==> src/rtl/fetch_ctrl_if.sv <==
// Instruction-memory request/ack bus for the fetch sequencer.
// master = fetch side, slave = memory side.
interface fetch_ctrl_if;
   logic        imem_req_o;
   logic [31:0] imem_addr_o;
   logic        imem_ack_i;
   logic [31:0] imem_rdata_i;

   modport master (
      output imem_req_o,
      output imem_addr_o,
      input  imem_ack_i,
      input  imem_rdata_i
   );

   modport slave (
      input  imem_req_o,
      input  imem_addr_o,
      output imem_ack_i,
      output imem_rdata_i
   );
endinterface

==> src/rtl/fetch_ctrl.sv <==
// Instruction-fetch sequencer: PC, imem req/ack, decode valid/stall.
// Optional macro FETCH_MISALIGN_CHECK_EN adds misalign_o trapping.
module fetch_ctrl #(
   parameter logic [31:0] RESET_PC = 32'h0000_0000,
   parameter int unsigned PC_STEP  = 4
) (
   input  logic        clk,
   input  logic        rst,
   input  logic        stall_i,
   input  logic        branch_flag_i,
   input  logic [31:0] branch_target_i,
   input  logic        flush_i,
   input  logic [31:0] new_pc_i,
   fetch_ctrl_if.master imem,
   output logic [31:0] inst_o,
   output logic [31:0] inst_pc_o,
   output logic        inst_valid_o
`ifdef FETCH_MISALIGN_CHECK_EN
   ,
   output logic        misalign_o
`endif
);

   typedef enum logic [1:0] {
      IDLE = 2'd0,
      REQ  = 2'd1,
      SKID = 2'd2
   } state_t;

   state_t      state_q, state_d;
   logic [31:0] pc_q, pc_d;
   logic        req_q, req_d;
   logic [31:0] addr_q, addr_d;
   logic [31:0] inst_q, inst_d;
   logic [31:0] ipc_q, ipc_d;
   logic        valid_q, valid_d;
   logic        drop_q, drop_d;
   logic [31:0] skid_q, skid_d;
   logic [31:0] skid_pc_q, skid_pc_d;
`ifdef FETCH_MISALIGN_CHECK_EN
   logic        mis_q, mis_d;
`endif

   logic        redirect;
   logic [31:0] tgt;
   logic        fire;
   logic        busy;
   logic        slot_ok;
   logic        hold_idle;

   // State and datapath registers
   always_ff @(posedge clk) begin
      if (rst) begin
         state_q   <= IDLE;
         pc_q      <= RESET_PC;
         req_q     <= 1'b0;
         addr_q    <= '0;
         inst_q    <= '0;
         ipc_q     <= '0;
         valid_q   <= 1'b0;
         drop_q    <= 1'b0;
         skid_q    <= '0;
         skid_pc_q <= '0;
`ifdef FETCH_MISALIGN_CHECK_EN
         mis_q     <= 1'b0;
`endif
      end else begin
         state_q   <= state_d;
         pc_q      <= pc_d;
         req_q     <= req_d;
         addr_q    <= addr_d;
         inst_q    <= inst_d;
         ipc_q     <= ipc_d;
         valid_q   <= valid_d;
         drop_q    <= drop_d;
         skid_q    <= skid_d;
         skid_pc_q <= skid_pc_d;
`ifdef FETCH_MISALIGN_CHECK_EN
         mis_q     <= mis_d;
`endif
      end
   end

   // Next state: redirect first, then ack/consume/skid, then issue
   always_comb begin
      state_d   = state_q;
      pc_d      = pc_q;
      req_d     = req_q;
      addr_d    = addr_q;
      inst_d    = inst_q;
      ipc_d     = ipc_q;
      valid_d   = valid_q;
      drop_d    = drop_q;
      skid_d    = skid_q;
      skid_pc_d = skid_pc_q;
      hold_idle = 1'b0;
`ifdef FETCH_MISALIGN_CHECK_EN
      mis_d     = mis_q;
      hold_idle = mis_q;
`endif

      redirect = flush_i | branch_flag_i;
      tgt      = flush_i ? new_pc_i : branch_target_i;
      fire     = req_q & imem.imem_ack_i;
      busy     = req_q & ~imem.imem_ack_i;
      slot_ok  = ~valid_q | ~stall_i;

      if (fire) begin
         req_d = 1'b0;
      end

      if (redirect) begin
         // Any data returning this edge is stale; a still-open
         // request must be swallowed when it finally acks.
         valid_d = 1'b0;
         drop_d  = busy;
         slot_ok = 1'b1;
`ifdef FETCH_MISALIGN_CHECK_EN
         pc_d    = tgt;
         mis_d   = (|tgt[1:0]) | (mis_q & ~flush_i);
         state_d = mis_d ? IDLE : REQ;
`else
         pc_d    = tgt & ~32'h3;
         state_d = REQ;
`endif
      end else begin
         if (valid_q && !stall_i) begin
            valid_d = 1'b0;
         end
         if (fire) begin
            if (drop_q) begin
               drop_d = 1'b0;
            end else if (slot_ok) begin
               inst_d  = imem.imem_rdata_i;
               ipc_d   = addr_q;
               valid_d = 1'b1;
               pc_d    = pc_q + 32'(PC_STEP);
            end else begin
               skid_d    = imem.imem_rdata_i;
               skid_pc_d = addr_q;
               pc_d      = pc_q + 32'(PC_STEP);
               state_d   = SKID;
            end
         end
         unique case (state_q)
            IDLE: begin
               if (!hold_idle) begin
                  state_d = REQ;
               end
            end
            SKID: begin
               if (!stall_i) begin
                  inst_d  = skid_q;
                  ipc_d   = skid_pc_q;
                  valid_d = 1'b1;
                  state_d = REQ;
               end
            end
            default: ;
         endcase
      end

      // Only one request in flight; hold off while decode is stalled
      if (state_d == REQ && !busy && slot_ok) begin
         req_d  = 1'b1;
         addr_d = pc_d;
      end
   end

   assign imem.imem_req_o  = req_q;
   assign imem.imem_addr_o = addr_q;
   assign inst_o           = inst_q;
   assign inst_pc_o        = ipc_q;
   assign inst_valid_o     = valid_q;
`ifdef FETCH_MISALIGN_CHECK_EN
   assign misalign_o       = mis_q;
`endif

endmodule

==> src/flat_wrapper.sv <==
// flat-port wrapper written by rule: the top's interface ports become plain ports
module fetch_ctrl_flat 
#(
   parameter logic [31:0] RESET_PC = 32'h0000_0000,
   parameter int unsigned PC_STEP  = 4
)
  (clk, rst, stall_i, branch_flag_i, branch_target_i, flush_i, new_pc_i, inst_o, inst_pc_o, inst_valid_o, imem_imem_req_o, imem_imem_addr_o, imem_imem_ack_i, imem_imem_rdata_i);
  fetch_ctrl_if imem_i ();
  input  logic clk;
  input  logic rst;
  input  logic stall_i;
  input  logic branch_flag_i;
  input  logic [31:0] branch_target_i;
  input  logic flush_i;
  input  logic [31:0] new_pc_i;
  output logic [31:0] inst_o;
  output logic [31:0] inst_pc_o;
  output logic inst_valid_o;
  output wire logic [$bits(imem_i.imem_req_o)-1:0] imem_imem_req_o;
  output wire logic [$bits(imem_i.imem_addr_o)-1:0] imem_imem_addr_o;
  input wire logic [$bits(imem_i.imem_ack_i)-1:0] imem_imem_ack_i;
  input wire logic [$bits(imem_i.imem_rdata_i)-1:0] imem_imem_rdata_i;
  assign imem_imem_req_o = imem_i.imem_req_o;
  assign imem_imem_addr_o = imem_i.imem_addr_o;
  assign imem_i.imem_ack_i = imem_imem_ack_i;
  assign imem_i.imem_rdata_i = imem_imem_rdata_i;
  fetch_ctrl #(.RESET_PC(RESET_PC), .PC_STEP(PC_STEP)) u_core (.clk(clk), .rst(rst), .stall_i(stall_i), .branch_flag_i(branch_flag_i), .branch_target_i(branch_target_i), .flush_i(flush_i), .new_pc_i(new_pc_i), .imem(imem_i), .inst_o(inst_o), .inst_pc_o(inst_pc_o), .inst_valid_o(inst_valid_o));
endmodule
==> config.mk <==
export PLATFORM = sky130hd
export DESIGN_NAME = fetch_ctrl_flat
export DESIGN_NICKNAME = d
export VERILOG_FILES = /design/src/rtl/fetch_ctrl_if.sv /design/src/rtl/fetch_ctrl.sv /design/src/flat_wrapper.sv
export SDC_FILE = /design/constraint.sdc
export NUM_CORES = 1
export LEC_CHECK = 0
export ABC_AREA = 1
export BUFFER_PORTS_ARGS = -buffer_cell sky130_fd_sc_hd__buf_2
export CORE_MARGIN = 1
export CORE_UTILIZATION = 50
export CTS_CLUSTER_SIZE = 25
export DETAILED_ROUTE_END_ITERATION = 10
export PLACE_DENSITY = 0.78
export SETUP_SLACK_MARGIN = 0.4
export SLEW_MARGIN = 20
export SYNTH_ARGS = -nofsm -noshare
export SYNTH_HDL_FRONTEND = slang
export SYNTH_SLANG_ARGS = --single-unit
==> constraint.sdc <==
create_clock -name clk -period 1.8 [get_ports clk]
set_input_delay 0.18 -clock clk [delete_from_list [all_inputs] [get_ports clk]]
set_output_delay 0.18 -clock clk [all_outputs]
set_load 0.01 [all_outputs]
## Word level (Yosys, flattened, before mapping)

Index checks and enable logic that the tools add are counted.

| cells by class | value |
|---|---|
| equal/unequal tests | 2 |
| bitwise logic cells | 10 |
| reduce and logical (&&, ||, !) cells | 10 |
| mux-type cells | 30 |
| add/sub/neg operators | 1 |

Operators by type and width:

| kind | count |
|---|---|
| 2-to-1 mux 32 bit | 14 |
| adder 32 x 3 -> 32 bit, second input constant | 1 |
| 2-to-1 mux 1 bit | 10 |
| 2-to-1 mux 2 bit | 5 |
| NOT 1 bit | 6 |
| one-hot mux 2 bit (2 select lines) | 1 |
| AND reduction 4 bit | 1 |
| nonzero test 2 bit | 2 |
| logical AND 1 bit | 3 |
| AND 1 bit | 2 |
| equality test 2 x 1 -> 1 bit, second input constant | 1 |
| equality test 2 bit, second input constant | 1 |
| zero test 1 bit | 2 |
| zero test 2 bit | 1 |
| bitwise OR 1 bit | 2 |
| OR reduction 2 bit | 1 |

| word-level totals | value |
|---|---|
| bits in registers | 197 |
| output and inout bits | 98 |
| word-level logic and storage cells | 63 |
| input bits | 102 |

## Logic depth before layout (Yosys ltp)

Gate-level depths: netlist of run 1.

| logic depth | value |
|---|---|
| depth after elaboration | 12 |
| gate-level depth with buffers | 11 |
| gate-level depth less buffers | 11 |

## Worst setup path after synthesis of run 1

OpenSTA, ideal clock, no wires.

| timing path | value |
|---|---|
| kind | reg-to-reg |
| from | register u_core.req_q (netlist: u_core.imem.imem_req_o) |
| to | register u_core.ipc_q[31] (netlist: u_core.inst_pc_o[31]) |
| required time | 1.684 ns |
| arrival time | 1.408 ns |
| path slack | 0.276 ns |
| buffers on the path | 1 |
| cell stages (with the launch flop) | 9 |
| cell sequence | dfxtp_1 > nand2_2 > nor2_8 > inv_2 > o21ai_2 > nand2_2 > buf_2 > o21ai_0 > nor2_1 |

| on the way | value |
|---|---|
| longest elaborated chain between the ends | 4 |

Ends and longest elaborated chain:

| item | line | source |
|---|---|---|
| from (decl) | fetch_ctrl.sv:32 | `logic req_q, req_d;` |
| from (signal assigned) | fetch_ctrl.sv:70 | `req_q <= req_d;` |
| AND 1 bit (*) | fetch_ctrl.sv:104 | `fire = req_q & imem.imem_ack_i;` |
| 2-to-1 mux 32 bit (*) | fetch_ctrl.sv:130 | `if (fire) begin` |
| 2-to-1 mux 32 bit | fetch_ctrl.sv:152 | `if (!stall_i) begin` |
| 2-to-1 mux 32 bit (*) | fetch_ctrl.sv:145 | `unique case (state_q)` |
| to (signal assigned) | fetch_ctrl.sv:73 | `ipc_q <= ipc_d;` |
| to (decl) | fetch_ctrl.sv:35 | `logic [31:0] ipc_q, ipc_d;` |

Mark *: on every way between the ends. The rest lies on a longest branch, timed or not.
A chain may end at the register's enable or synchronous reset.

## Worst setup path in the final report of run 1

| timing path | value |
|---|---|
| from | register u_core.req_q (netlist: u_core.imem.imem_req_o) |
| to | register u_core.addr_q[30] (netlist: u_core.imem.imem_addr_o[30]) |

| on the way | value |
|---|---|
| longest elaborated chain between the ends | 8 |
| elaborated cells on any way between the ends | 12 |

Ends and longest elaborated chain:

| item | line | source |
|---|---|---|
| AND 1 bit | fetch_ctrl.sv:104 |  |
| 2-to-1 mux 2 bit | fetch_ctrl.sv:130 |  |
| 2-to-1 mux 2 bit | fetch_ctrl.sv:152 |  |
| one-hot mux 2 bit (2 select lines) | fetch_ctrl.sv:145 |  |
| 2-to-1 mux 2 bit | fetch_ctrl.sv:112 | `if (redirect) begin` |
| equality test 2 x 1 -> 1 bit | fetch_ctrl.sv:164 | `if (state_d == REQ && !busy && slot_ok) begin` |
| logical AND 1 bit (2 in series) | fetch_ctrl.sv:164 |  |
| to (signal assigned) | fetch_ctrl.sv:71 | `addr_q <= addr_d;` |
| to (decl) | fetch_ctrl.sv:33 | `logic [31:0] addr_q, addr_d;` |

Several ways; a longest one is shown, not always the timed one.

==> summary.md, run 1 <==
| Metric | Value |
|---|---|
| Post-synthesis sequential area ratio | 0.439 |
| Cell taking the most area after synthesis | dfxtp_1 |
| Setup TNS | 0 ns |
| Number of CTS-inserted buffers | 17 |
| Most common cell in the synthesized netlist | nand2_1 |
| Clock buffer depth | 2 |
| Tmin final | 1.70 ns |
| CTS sink count | between 150 and 200 |
| Total Routing Usage GR | 0.269 |
| Pwr dens | 815 nW/um^2 |
| Synthesis-stage register bit count | approximately 200 |
| Bufs and invs on worst path | 1 |
| CTS tree | yes |
| # port buffers | just under 200 |
| Initial core utilization | 0.516 |
| Crit Path Category | register to register |
| Fmax | 0.589 GHz |
| Post-route ant nets | 0 |
| Mean Syn Cell Area | slightly below 7 um^2 |
| Synth unique cells | 31 |
| Worst setup SP type | register |
| Detailed Routing Iterations Pass 1 | 6 |
| Arrival @ worst endpoint | 2.03 ns |
| Max incr delay on CP | 0.36 ns |
| Inserted Diodes | 0 |
| Worst path cell trace | nand2_4 > nor2_8 > buf_4 > nand3b_1 > nor2_2 > nand3_1 > nand3_1 > nand2_1 > nand2_1 > nand2_1 |
| Max-slew violation count | 0 |
| Pre-CTS setup slack | about 0.11 ns |
| Critical Path Fanout Max | 10 |
| Via-to-Cell Ratio | 5.43 |
| Final HPWL DP | about 16 mm |
| Largest net degree at the start of global routing | 85 |
| DRC violations left | 0 |
| Area grow syn2layout | 35.6% |
| Most repeated library cell on the critical path | nand2_1 |
| Status | complete, no violations |
| Slew HR | 0.601 |
| Final period utilization | 0.942 |
| DR iter-0 viols | 855 |
| Final hold viol count | 0 |
| Routed WL | 28.3 mm |
| Post-synth EDFFs | 0 |
| I/O pin total | 200 |
| Nets | 1648 |
| FFs w/ async S/R, synth | 0 |
| Tightest Pin Transition | approximately 0.6 ns |
| Dominant synthesized flop cell | dfxtp_1 |
| Vias | 9689 |
| Setup violations, final | 0 |
| Core Area | 17400 um^2 |
| Total gr overflow | 0 |
| Num rows | 48 |
| DR WL/cell | 15.9 um |
| Share of cells above drive strength 1 | 0.284 |
| Initial antenna violation count | 0 |
| Number of global-route vias before repair | 8071 |
| Worst setup EP type | register |
| Max Cap Viol | 0 |
| Hold crit path type | primary input to register |
| Chip width | 136 um |
| Synth Instances | 1319 |
| Commonest cells post-synth | 282 x nand2_1, 217 x nor2_1, 197 x dfxtp_1, 181 x o21ai_0, 124 x a21oi_1 |
| Max VDD drop | 0.000649 V |
| Top post-synthesis cells by area | dfxtp_1 44%, nand2_1 12%, o21ai_0 10% |
| RePlAce Congestion | 0.893 |
| First-pass GRT wire length | 39.7 mm |
| Unrepaired setup endpoints after global routing | true |
| CTS H-Tree Depth | 4 |
| Worst skew pair latency | 0.44 ns |
| Die area | 18500 um^2 |
| Critical path's top delay family | simple AND/OR/NAND/NOR gates |
| Setup ws final | 0.104 ns |
| Reg clk slew, reported paths | 0.07 ns |
| CP max-delay cell | dfxtp_4 |
| Final clock skew | around 0.01 ns |
| Root Driver | clkbuf_16 |
| LEAKAGE | roughly 0.0055 uW |
| Vert. Die Dim | approximately 140 um |
| YS warnings | 0 |
| Synth top area share | 0.439 |
| Syn Std Cell Area | between 8000 and 9000 um^2 |
| Mapped Nets | 1422 |
| Data required, critical path | 2.13 ns |
==> logic make-up after synthesis <==
kind of cell             share of synthesized area
flip-flops                                   0.439
buffers and inverters                       0.0846
XOR/XNOR                                   0.00292
AND/OR/NAND/NOR                              0.282
AO/OA/AOI/OAI                                0.191
adder cells (fa/ha/maj)                    0.00139
==> cell type report <==
type                       count  area, um^2
timing repair buffer         292        2200
timing repair inverter         2        15.0
tap                          225         282
sequential                   197        4000
clock buffer                  17         425
clock inverter                15         170
multi-input combinational    953        4780
inverter                      82         324
fill                        1397        5230
==> sequential cells by signal, indices dropped and copies added (netlist names) <==
| name | flops |
|---|---|
| u_core.imem.imem_req_o | 1 |
| u_core.skid_pc_q | 32 |
| u_core.inst_o | 32 |
| u_core.state_q | 2 |
| u_core.inst_pc_o | 32 |
| u_core.skid_q | 32 |
| u_core.imem.imem_addr_o | 32 |
| u_core.drop_q | 1 |
| u_core.inst_valid_o | 1 |
| u_core.pc_q | 32 |
==> power breakdown <==
part | internal, uW | switching [uW] | total [uW] | leakage [uW]
sequential | 4520 | 174 | 4700 | 0.00162
combinational | 561 | 777 | 1340 | 0.00358
clock | 2090 | 1810 | 3900 | 0.000288
==> worst paths after layout <==
path | start | to | slack (ns) | cells after the start
worst max-delay path | u_core.imem.imem_req_o$_SDFFE_PP0P_ | u_core.imem.imem_addr_o[30]$_SDFFE_PP0P_ | 0.10 | 10
worst min-delay path | imem_imem_rdata_i[10] | u_core.skid_q[10]$_SDFFE_PP0P_ | 0.006 | 3
worst max register to register | u_core.imem.imem_req_o$_SDFFE_PP0P_ | u_core.imem.imem_addr_o[30]$_SDFFE_PP0P_ | 0.10 | 10
worst min register to register | u_core.skid_pc_q[23]$_SDFFE_PP0P_ | u_core.skid_pc_q[23]$_SDFFE_PP0P_ | 0.45 | 2
==> per-stage QoR <==
| step | utilization | std cells | power, uW | hold WS [ns] | cell area [um^2] |
|---|---|---|---|---|---|
| final | 0.700 | 1783 | 9940 | 0.00639 | 12200 |
| after global routing | 0.700 | 1783 | 10300 | 0.00811 | 12200 |
| after CTS | 0.656 | 1750 | 9790 | 0.000852 | 11400 |
| after detailed placement | 0.582 | 1677 | 5840 | 0.426 | 10100 |
| after global placement | 0.582 | 1677 | 5820 | 0.420 | 10100 |
| after floorplan | - | 1319 | 5400 | 0.315 | 9040 |
==> timing repair <==
action / CTS / global route
pin swaps: 27 / 35
setup endpoints to repair: 182 / 162
gates cloned: 4 / 12
buffers inserted: 12 / 20
resized for setup: 81 / 140
hold buffers: 25 / 1
hold endpoints to repair: 25 / 1
==> worst register-to-register path: stages (launching register included) <==
cell	delay [ns]
dfxtp_4	0.36
nand2_4	0.06
nor2_8	0.18
buf_4	0.21
nand3b_1	0.18
nor2_2	0.19
nand3_1	0.10
nand3_1	0.11
nand2_1	0.07
nand2_1	0.08
nand2_1	0.05
==> placed cells by master, fill, tap and decap left out, types with 3 or more instances in the layout <==
cell           synthesis  layout
nor2_4                 1      12
o21ai_1               18      56
nand3_2                1      18
dfxtp_4                0       9
dfxtp_1              197     173
clkbuf_16              0      25
dlygate4sd3_1          0      26
inv_8                  0       4
inv_6                  0       4
nor2_2                 4      13
buf_4                  1      35
nand3_4                0       3
nand3b_1               3       3
dfxtp_2                0      15
buf_6                 12       7
nor2_1               217     197
a21oi_1              124     115
o21bai_1               5       5
o21ai_2                1       6
nor2_8                 3       3
clkinvlp_4             0       6
buf_12                 0      16
buf_8                  0       3
nand3_1               79      59
nand2_2                2      26
a21oi_2                0       9
buf_2                 26     195
inv_2                  4       6
inv_1                 76      72
nand4_1               16      16
o22ai_2                0       5
nand2_1              282     251
o21ai_0              181     137
nand2_4                0       5
==> metal layers <==
| layer | track usage | part of all wire | vias to the layer above |
|---|---|---|---|
| met4 | 0.0877 | 0.027 | 0 |
| met3 | 0.0533 | 0.076 | 67 |
| met5 | 0 | 0 | - |
| met1 | 0.363 | 0.43 | 4407 |
| li1 | - | - | 4754 |
| met2 | 0.431 | 0.47 | 461 |
Power figures use the tool's default switching activity.
==> run 2: changes to the inputs <==
CORE_UTILIZATION = 30   (was 50)
PLACE_DENSITY = 0.52   (was 0.78)
==> summary.md, run 2 (synthesis gave the netlist of run 1 again) <==
| Metric | Value |
|---|---|
| RePlAce Congestion | 0.864 (-3.3%) |
| Setup ws final | 0.152 ns (+0.0486 ns) |
| Num rows | 63 (+31%) |
| Data required, critical path | 2.18 ns (+0.05 ns) |
| CTS H-Tree Depth | 4 (unchanged) |
| Clock buffer depth | 2 (unchanged) |
| WHS | 0.0324 ns (+0.0260 ns) |
| # port buffers | 195 (unchanged) |
| Routed WL | 29.5 mm (+4.3%) |
| Max-slew violation count | 0 (unchanged) |
| Via-to-Cell Ratio | 4.71 (-13%) |
| Fmax | 0.607 GHz (+2.9%) |
| Hold crit path type | primary input to register |
| Worst skew pair latency | 0.45 ns (about the same) |
| Die area | 30700 um^2 (+66%) |
| Inserted Diodes | 0 (unchanged) |
| # fillers | 3130 (+120%) |
| DRC violations left | 2 (+2) |
| Largest net degree at the start of global routing | 95 (+12%) |
| Sw Pwr | 2820 uW (+2.0%) |
| Comb power frac | 0.139 (+0.004) |
| Vias | 9199 (-5.1%) |
| Crit Path Category | register to register |
| Final HPWL DP | 19.0 mm (+20%) |
| Sequential share of power | 0.481 (+0.008) |
| Max Cap Viol | 0 (unchanged) |
| Vert. Die Dim | 175 um (+29%) |
| Initial core utilization | 0.304 (-0.212) |
| Detailed Routing Iterations Pass 1 | 8 (+2) |
| Setup TNS | 0 ns (unchanged) |
| Number of global-route vias before repair | 8508 (+5.4%) |
| Commonest non-fill, non-tap cell in the layout | nand2_1 |
| Final clock skew | 0.0152 ns (+0.00539 ns) |
| Worst setup EP type | register |
| I/O pin total | 200 (unchanged) |
| Failing checks | DRC |
| Arrival @ worst endpoint | 2.03 ns (about the same) |
| Tmin final | 1.65 ns (-0.0486 ns) |
| Tightest Pin Transition | 0.567 ns (-0.0254 ns) |
| Most frequent cells in the layout | 248 x nand2_1, 195 x buf_2, 194 x nor2_1 |
| Core Area | 29600 um^2 (+70%) |
| Pre-CTS setup slack | 0.0357 ns (-0.0777 ns) |
| Clock power share | 0.380 (-0.012) |
| Final period utilization | 0.915 (-0.0270) |
| DR WL/cell | 15.1 um (-4.9%) |
| DR iter-0 viols | 556 (-35%) |
| Pwr Total | 9770 uW (-1.7%) |
| Unrepaired setup endpoints after global routing | true |
| Nets | 1655 (+0.42%) |
| Pwr dens | 788 nW/um^2 (-3.3%) |
| Slew HR | 0.618 (+0.0171) |
| Reg clk slew, reported paths | 0.08 ns (about the same) |
| Post-route ant nets | 0 (unchanged) |
| Max VDD drop | 0.000657 V (+1.3%) |
| Status | finished with violations |
| Final hold viol count | 0 (unchanged) |
| Net Sw Frac | 0.288 (+0.0105) |
| Critical Path Fanout Max | 8 (-2) |
| LEAKAGE | 0.00549 uW (about the same) |
| Total gr overflow | 0 (unchanged) |
| Internal power | 6950 uW (-3.1%) |
| CTS sink count | 197 (unchanged) |
| Final core occ | 0.419 (-0.281) |
| Setup violations, final | 0 (unchanged) |
| Worst setup SP type | register |
| Root Driver | clkbuf_16 |
| Share of cells above drive strength 1 | 0.288 (+0.00448) |
| Area grow syn2layout | 37.8% |
| Number of CTS-inserted buffers | 17 (unchanged) |
| First-pass GRT wire length | 46.4 mm (+17%) |
| Total Routing Usage GR | 0.192 (-0.0774) |
| CTS tree | yes |
| Initial antenna violation count | 0 (unchanged) |
| Chip width | 175 um (+29%) |
-- run 2: changes by cell type in the layout (fill, tap and decap cells not counted), sizes merged --
cell,change
buf,+7
bufinv,-2
clkbuf,-4
clkinv,+2
clkinvlp,-1
dlygate4sd3,+5
-- run 2: worst max-delay path, cell delays in order (launching register included) --
cell	delay (ns)
dfxtp_4	0.36
nand2_4	0.06
nor2_8	0.20
nand3_2	0.11
o21ai_1	0.08
nand2_1	0.09
buf_4	0.16
nand3_4	0.17
clkbuf_16	0.20
nand3_1	0.06
o21ai_1	0.08
-- run 2: metal layers --
layer	wire length, um	global-route usage	vias up
li1	-	-	4775
met1	14500	0.267	4200
met2	13500	0.305	205
met3	1230	0.0305	19
met4	354	0.0533	0
met5	0	0	-
-- run 2: worst paths after layout --
check	cells after the start	slack [ns]	startpoint	to
hold / removal	3	0.03	imem_imem_rdata_i[31]	u_core.skid_q[31]$_SDFFE_PP0P_
hold reg to reg	2	0.44	u_core.pc_q[0]$_SDFF_PP0_	u_core.pc_q[0]$_SDFF_PP0_
setup reg to reg	10	0.15	u_core.imem.imem_req_o$_SDFFE_PP0P_	u_core.imem.imem_addr_o[8]$_SDFFE_PP0P_
setup / recovery	10	0.15	u_core.imem.imem_req_o$_SDFFE_PP0P_	u_core.imem.imem_addr_o[8]$_SDFFE_PP0P_
-- run 2: cell type report --
class	instances	area, um^2	area share
flip-flops and latches	197	4000	0.323
clock inverters	14	116	0.00939
inverters	82	324	0.0262
repair buffers	299	2180	0.176
multi-input cells	953	4830	0.390
clock buffers	18	439	0.0355
well taps	390	488	0.0394
repair inverters	2	15.0	0.00121
-- run 2: power by group through the flow --
stage | registers, uW | clock network [uW] | logic [uW]
after global routing | 4730 | 4010 | 1510
after CTS | 4700 | 3850 | 1260
after detailed placement | 4790 | 0 | 1100
final | 4700 | 3710 | 1360
after floorplan | 4790 | 0 | 612
after global placement | 4790 | 0 | 1100
-- run 2: what timing repair did --
action / CTS / global route
setup buffers: 14 / 15
hold buffers: 31 / 0
endpoints found under the setup margin: 186 / 188
pin swaps: 37 / 47
endpoints found under the hold margin: 31 / 0
cloned: 4 / 4
resized for setup: 141 / 104
-- run 2: metrics by stage --
stage	instance area, um^2	cells
4_1_cts	11900	1936
3_5_place_dp	10400	1855
2_1_floorplan	9040	1319
6_report	12400	1955
3_3_place_gp	10400	1855
5_1_grt	12400	1955
==> run 3: changes to the inputs <==
ABC_AREA = unset   (was 1)
PLACE_DENSITY = 0.53   (was 0.52)
==> summary.md, run 3 <==
| Metric | Value |
|---|---|
| CTS tree | yes |
| Fmax | 0.565 GHz (-6.9%) |
| Total Routing Usage GR | 0.187 (-0.00472) |
| DR iter-0 viols | 595 (+7.0%) |
| CTS H-Tree Depth | 4 (unchanged) |
| Max-slew violation count | 0 (unchanged) |
| Data required, critical path | 2.11 ns (-0.07 ns) |
| Via-to-Cell Ratio | 5.09 (+8.1%) |
| Final period utilization | 0.983 (+0.0675) |
| Commonest non-fill, non-tap cell in the layout | buf_2 |
| LEAKAGE | 0.00522 uW (-4.9%) |
| Pwr dens | 730 nW/um^2 (-7.4%) |
| Number of global-route vias before repair | 7293 (-14%) |
| FFs w/ async S/R, synth | 0 (unchanged) |
| Initial core utilization | 0.309 (+0.00460) |
| RePlAce Congestion | 0.853 (-1.2%) |
| Status | complete, no violations |
| Clock buffer depth | 2 (unchanged) |
| Seq. cell area | 3990 um^2 (-0.28%) |
| WHS | 0.0218 ns (-0.0106 ns) |
| Initial antenna violation count | 1 (+1) |
| Largest net degree at the start of global routing | 119 (+25%) |
| Synth unique cells | 68 (+120%) |
| Post-route ant nets | 0 (unchanged) |
| Dominant synthesized flop cell | dfxtp_1 |
| CTS sink count | 197 (unchanged) |
| Num rows | 60 (-4.8%) |
| # fillers | 2539 (-19%) |
| Unrepaired setup endpoints after global routing | true |
| Worst setup EP type | register |
| Multi-input logic area | 5460 um^2 (+13%) |
| DR WL/cell | 19.3 um (+28%) |
| Worst skew pair latency | 0.45 ns (about the same) |
| Bufs and invs on worst path | 0 (-2) |
| Syn Std Cell Area | 8410 um^2 (-6.4%) |
| Tmin final | 1.77 ns (+0.121 ns) |
| Synth top area share | 0.469 (+0.0301) |
| Root Driver | clkbuf_16 |
| Worst setup SP type | register |
| Number of CTS-inserted buffers | 17 (unchanged) |
| Chip width | 169 um (-3.2%) |
| Crit Path Category | register to register |
| # port buffers | 195 (unchanged) |
| Most common cell in the synthesized netlist | dfxtp_1 |
| Setup violations, final | 0 (unchanged) |
| Core Area | 27300 um^2 (-7.8%) |
| Vert. Die Dim | 169 um (-3.2%) |
| Reg clk slew, reported paths | 0.09 ns (about the same) |
| FF-to-FF setup slack | 0.03 ns (-0.12 ns) |
| Cell taking the most area after synthesis | dfxtp_1 |
| Arrival @ worst endpoint | 2.08 ns (+0.05 ns) |
| Top post-synthesis cells by area | dfxtp_1 47%, mux2i_1 8.0%, nand2_1 7.2% |
| Commonest cells post-synth | 197 x dfxtp_1, 162 x nand2_1, 89 x nor2_1, 75 x a21oi_1, 69 x a211oi_1 |
| Tightest Pin Transition | 0.662 ns (+0.0947 ns) |
| Max Cap Viol | 0 (unchanged) |
| YS warnings | 0 (unchanged) |
| Final HPWL DP | 17.8 mm (-6.4%) |
| DRC violations left | 0 (-2) |
| Nets | 1358 (-18%) |
| Synth Instances | 953 (-28%) |
| Mean Syn Cell Area | 8.83 um^2 (+30%) |
| Final clock skew | 0.0231 ns (+0.00793 ns) |
| Synthesis-stage register bit count | 197 (unchanged) |
| Critical Path Fanout Max | 5 (-3) |
| Hold crit path type | primary input to register |
| I/O pin total | 200 (unchanged) |
| CP max-delay cell | dfxtp_4 |
| Setup TNS | 0 ns (unchanged) |
| Final hold viol count | 0 (unchanged) |
| Worst path cell trace | ha_4 > and4_4 > nand4_4 > nor3_4 > mux2i_1 > o221ai_1 |
| Mapped Nets | 1056 (-26%) |
| Slew HR | 0.559 (-0.0591) |
| Most frequent cells in the layout | 194 x buf_2, 176 x dfxtp_1, 94 x nand2_1 |
| Vias | 8349 (-9.2%) |
| Max incr delay on CP | 0.39 ns (+0.03 ns) |
| Die area | 28700 um^2 (-6.3%) |
| Routed WL | 31.7 mm (+7.4%) |
| Detailed Routing Iterations Pass 1 | 5 (-3) |
| Total gr overflow | 0 (unchanged) |
| Share of cells above drive strength 1 | 0.479 (+0.191) |
| Area grow syn2layout | 60.5% |
| Post-synth EDFFs | 0 (unchanged) |
| First-pass GRT wire length | 41.5 mm (-10%) |
| Max VDD drop | 0.000549 V (-16%) |
| Critical path's top delay family | simple AND/OR/NAND/NOR gates |
| Post-synthesis sequential area ratio | 0.469 (+0.0301) |
run 3: changes by cell type in the layout (fill, tap and decap cells not counted), sizes merged, moves of 12 or more:
cell / before / now
clkbuf: 21 / 35
inv: 88 / 11
buf: 265 / 304
a22oi: 0 / 13
nor4: 0 / 16
mux2i: 0 / 67
a22o: 0 / 12
nor2: 225 / 91
nand2: 284 / 163
nand3: 80 / 13
a21oi: 124 / 75
xnor2: 0 / 18
a211oi: 0 / 69
o21ai: 200 / 21
run 3: cell families after synthesis:
kind of cell             count (synthesis)  synth area share
buffers and inverters                   80            0.0419
adder cells (fa/ha/maj)                  1           0.00149
AND/OR/NAND/NOR                        340             0.190
AO/OA/AOI/OAI                          245             0.194
flip-flops                             197             0.469
multiplexers                            69            0.0824
XOR/XNOR                                21            0.0219
run 3: power by group:
part	internal, uW	switching, uW	leakage (uW)
combinational	632	701	0.00332
clock	1870	1980	0.000280
sequential	4510	167	0.00161
run 3: through the flow:
stage               area, um^2  std cells  power, uW  setup WS (ns)   util
detailed placement       10200       1506       5750        -0.0216  0.376
floorplan                 8600        953       5260          0.230      -
global route             13500       1640      10300        -0.0476  0.496
global placement         10200       1506       5740         0.0332  0.376
finish                   13500       1641       9870         0.0307  0.496
CTS                      11500       1584       9690         0.0700  0.422
run 3: cell type report:
type                    count  share of cell area
diodes                      1            0.000185
clock buffers              18              0.0318
clock inverters            14              0.0120
inverters                   6             0.00167
multi-input cells         679               0.405
flip-flops and latches    197               0.295
well taps                 372              0.0345
repair buffers            354               0.220
run 3: worst reg2reg max path: stages (launching register included):
cell and delay (ns):
dfxtp_4 0.39, ha_4 0.17, and4_4 0.25, nand4_4 0.17, nor3_4 0.29, mux2i_1 0.25
o221ai_1 0.13
run 3: final timing paths:
path / start / to / cells past startpoint
worst max register to register: u_core.pc_q[2]$_SDFF_PP0_ / u_core.imem.imem_addr_o[30]$_SDFFE_PP0P_ / 6
worst max-delay path: u_core.pc_q[2]$_SDFF_PP0_ / u_core.imem.imem_addr_o[30]$_SDFFE_PP0P_ / 6
worst min-delay path: imem_imem_rdata_i[0] / u_core.skid_q[0]$_SDFFE_PP0P_ / 3
worst min register to register: u_core.skid_q[30]$_SDFFE_PP0P_ / u_core.skid_q[30]$_SDFFE_PP0P_ / 2
run 3: per-layer routing:
| layer | share of wire | vias up | GRT usage |
|---|---|---|---|
| met5 | 0 | - | 0 |
| li1 | - | 4063 | - |
| met1 | 0.47 | 4025 | 0.258 |
| met4 | 0.0052 | 0 | 0.0353 |
| met3 | 0.048 | 12 | 0.0413 |
| met2 | 0.48 | 249 | 0.301 |
run 3: timing repair:
action,CTS,global route
resized for setup,31,316
setup endpoints to repair,188,191
hold buffers,33,0
pin swaps,23,151
cloned,4,24
setup buffers,9,32
hold endpoints to repair,35,0
